### config.mk
export PLATFORM = sky130hd
export DESIGN_NAME = cv32e40s_xsecure_lfsr
export DESIGN_NICKNAME = d
export VERILOG_FILES = /design/src/rtl/cv32e40s_xsecure_lfsr.sv
export SDC_FILE = /design/constraint.sdc
export NUM_CORES = 1
export LEC_CHECK = 0
export ABC_AREA = 1
export CAP_MARGIN = 40
export CELL_PAD_IN_SITES_DETAIL_PLACEMENT = 1
export CELL_PAD_IN_SITES_GLOBAL_PLACEMENT = 1
export CORE_MARGIN = 1
export CORE_UTILIZATION = 30
export CTS_BUF_LIST = sky130_fd_sc_hd__clkbuf_8
export CTS_CLUSTER_DIAMETER = 80
export DETAILED_ROUTE_END_ITERATION = 12
export PLACE_DENSITY = 0.87
export SETUP_SLACK_MARGIN = 0.2
export SYNTH_ARGS = -nofsm -noshare
export SYNTH_HDL_FRONTEND = slang
export SYNTH_SLANG_ARGS = --single-unit
### constraint.sdc
create_clock -name clk -period 1.88 [get_ports clk]
set_input_delay 0.188 -clock clk [delete_from_list [all_inputs] [get_ports clk]]
set_output_delay 0.188 -clock clk [all_outputs]
set_load 0.05 [all_outputs]
### src/rtl/cv32e40s_xsecure_lfsr.sv
// Galois LFSR that supplies the random word and counter-reset pulse
// used by the dummy-instruction inserter.
// A zero state is never kept: it is replaced by LFSR_SEED, and
// lockup_o flags the replacement for one cycle.
module cv32e40s_xsecure_lfsr #(
    parameter logic [31:0] LFSR_TAPS = 32'h8000_0057,
    parameter logic [31:0] LFSR_SEED = 32'h0000_0001
) (
    input  logic        clk,
    input  logic        rst,
    input  logic        seed_we_i,
    input  logic [31:0] seed_wdata_i,
    input  logic        cpuctrl_we_i,
    input  logic        shift_i,
    output logic [31:0] lfsr_o,
    output logic        cntrst_o,
    output logic        lockup_o
);

    logic [31:0] lfsr_q;
    logic [31:0] lfsr_step;
    logic [31:0] lfsr_candidate;
    logic        cntrst_q;
    logic        lockup_q;

    // Select the next state: a seed write wins and drops any same-cycle shift.
    always_comb begin
        lfsr_step      = {1'b0, lfsr_q[31:1]} ^ (lfsr_q[0] ? LFSR_TAPS : 32'h0);
        lfsr_candidate = lfsr_q;
        if (seed_we_i) begin
            lfsr_candidate = seed_wdata_i;
        end else if (shift_i) begin
            lfsr_candidate = lfsr_step;
        end
    end

    // Register the state and the two pulses; a zero candidate reloads the seed.
    always_ff @(posedge clk) begin
        if (rst) begin
            lfsr_q   <= LFSR_SEED;
            cntrst_q <= 1'b0;
            lockup_q <= 1'b0;
        end else begin
            cntrst_q <= seed_we_i | cpuctrl_we_i;
            if (lfsr_candidate == 32'h0) begin
                lfsr_q   <= LFSR_SEED;
                lockup_q <= 1'b1;
            end else begin
                lfsr_q   <= lfsr_candidate;
                lockup_q <= 1'b0;
            end
        end
    end

    assign lfsr_o   = lfsr_q;
    assign cntrst_o = cntrst_q;
    assign lockup_o = lockup_q;

    // A zero state, if one ever appears, lasts for a single cycle only.
    a_no_stuck_zero : assert property (@(posedge clk) disable iff (rst)
        (lfsr_q == 32'h0) |=> (lfsr_q != 32'h0));

    // A counter-reset pulse always follows a seed or cpuctrl write.
    a_cntrst_cause : assert property (@(posedge clk) disable iff (rst)
        cntrst_q |-> $past(seed_we_i || cpuctrl_we_i));

    // Lockup recovery always leaves the register holding the seed.
    a_lockup_seed : assert property (@(posedge clk) disable iff (rst)
        lockup_q |-> (lfsr_q == LFSR_SEED));

endmodule

==> summary.txt <==
Yosys
  • Post-Synthesis Cells: 284
  • Post-synth top area cell: dfxtp_1
  • Sequential cell area fraction in the yosys report: 36.51%
  • Mean post-synth cell area: 6.564 um2
  • Share of the synthesized area in the top cell type: 36.51%
  • Mapped Area: 1864 um2
  • Synth warn: 0
  • Yosys cell types: 26
  • FF+latch count, synth: 34
  • Synth Net Count: 321
  • Top cells by area, synth: dfxtp_1 (37%), nand2_1 (21%), nor2_1 (8.7%), nand3_1 (7.5%), or2_2 (6.7%)

Die
  • Initial Util: 31.30%
  • Core Box Area: 5956 um2
  • I/O pin cnt: 71
  • Die Height: 80.83 um
  • Die Wd: 80.83 um
  • Row cnt: 28
  • Die Area: 6533 um2

Timing
  • Fin crit share: 88.40%
  • WHS: 414.5 ps
  • Slew Limit Fails: 0
  • Worst slew margin: 66.42%
  • Fin worst setup slack: 218.1 ps
  • Min Tclk post-route: 1662 ps
  • Final setup skew: 2.265 ps
  • Fmax: 0.6017 GHz
  • RSZ-0062 raised after global routing: yes
  • Slew of the pin with the lowest slew margin: 502.1 ps
  • Setup violations, final: 0
  • Sum Neg Setup Slack: 0 ps
  • Count of final hold-check violations: 0

Final layout
  • Area taken by multi-input logic gates: 1065 um2
  • Nets: 411
  • Most frequent cells in the layout: nand2_1 (97), clkdlybuf4s50_1 (43), nor2_1 (39)
  • ANT cells: 0
  • Layout Cells excl Fill: 449
  • Synth-to-Final Area Change: 61.34%
  • Final-layout fill cell count: 771
  • Fraction of layout cells with a size suffix above 1: 24.06%
  • Register area: 686.9 um2
  • Commonest non-fill, non-tap cell in the layout: nand2_1

Routing
  • Vias: 2192
  • Drt first pass iters: 4
  • Wire per inst: 14.96 um
  • Initial drt markers: 52
  • Via-to-Cell Ratio: 4.882
  • # DRC: 0
  • Number of routed nets with antenna violations: 0
  • Total length of routed wires: 6.718 mm

Critical path
  • Critical Path Fanout Max: 7
  • Crit start category: input port
  • Critical Path RT: 2060 ps
  • Setup CP Type: in2reg
  • Critical Path AT: 1840 ps
  • CP Capture Type: flip-flop

Place
  • I/O Buffers: 70
  • Pre-CTS setup slack: -397.4 ps
  • Cells after DPL: 438
  • Post-DP HPWL: 4.518 mm
  • GP Congestion: 0.7852

Power
  • Leak Pwr: 1.560 nW
  • Peak supply drop: 0.3214 mV
  • Power density cells: 683.0 nW/um2
  • Design Power: 0.002055 W

Global route
  • GR Overflow Total: 0
  • First-pass GRT wire length: 10.18 mm
  • Vias in the first global route: 2177
  • GRT Util Overall: 20.64%
  • Pin count of the biggest net entering global routing: 30
  • Initial antenna violation count: 0

Clock network
  • CTS tree: built
  • Num CTS Buffers: 5
  • CTS Hold Bufs: 0
  • Root Driver: clkbuf_8
  • Sink Count: 34
  • H-tree depth: 2
  • Clk pin slew, worst setup/hold paths: 70 ps
  • Maximum buffer depth of the clock tree: 2
  • Clock latency on the worst-skew pair: 290 ps

Flow run
  • Max-cap violations: 0

Run status
  • Status: finished clean

Min path
  • HP Class: in2reg
-- state kept, by name (all words and copies together), names as in the netlist --
register,flops
cntrst_o,1
lfsr_o,32
lockup_o,1
-- worst paths after layout --
path / slack [ps] / cells after the start / endpoint / start
setup reg to reg: 240 / 11 / lfsr_o[22] / lfsr_o[15]
hold / removal: 410 / 4 / cntrst_o / seed_we_i
hold reg to reg: 620 / 4 / lfsr_o[25] / lfsr_o[25]
setup / recovery: 220 / 11 / lfsr_o[22] / seed_wdata_i[27]
-- critical path, stage by stage --
cell	delay (ps)
clkdlybuf4s50_1	400
or2_2	300
nand2_1	110
nand2_1	80
nor2_1	110
nand2_1	50
nor2_1	110
nand3_2	120
nand2_4	170
clkbuf_16	170
nor2_1	40
-- cells in the mapped netlist, drive strengths merged --
master  instances
nand2         108
nand3b          1
buf            14
xnor2           2
a21boi          2
a21oi           2
nand3          29
dfxtp          34
nor2           51
a31oi           1
inv             6
o21ai           8
or2            22
clkbuf          4
-- layer usage --
metal	track usage, %	wire length, um	up-vias
li1	-	-	1054
met1	23.67	2790	1051
met5	0	0	-
met4	7.500	154	0
met3	4.944	315	17
met2	36.89	3457	70
-- kinds of logic after synthesis --
logic type	Yosys count	synth area share, %
compound gates	13	3.826
xor+xnor	2	0.9398
flops	34	36.51
buf+inv	24	9.261
simple gates	211	49.46
-- per-stage QoR --
step	instance area [um2]	utilization, %
2_1_floorplan	1871	-
3_3_place_gp	2745	46.09
3_5_place_dp	2745	46.09
4_1_cts	2855	47.94
5_1_grt	3008	50.50
6_report	3008	50.50
-- final cells by class --
type | count | share of cell area, %
timing repair buffer | 100 | 34.03
inverter | 6 | 1.789
sequential | 34 | 22.84
clock buffer | 5 | 2.288
timing repair inverter | 1 | 0.2912
tap | 75 | 3.120
clock inverter | 2 | 0.2496
multi-input combinational | 226 | 35.40
-- report_power, final --
group          switching (W)  internal [W]  total (W)
clock network       0.000258      0.000244   0.000502
registers          0.0000490      0.000774   0.000823
logic               0.000419      0.000311   0.000730
total               0.000725       0.00133    0.00205
-- what timing repair did --
item,CTS,global route
endpoints found under the setup margin,40,49
pin swaps,0,10
cloned,1,2
hold endpoints to repair,0,0
gates resized for setup,21,41
buffers inserted,0,1
No activity file was read; power rests on OpenSTA's default activity.
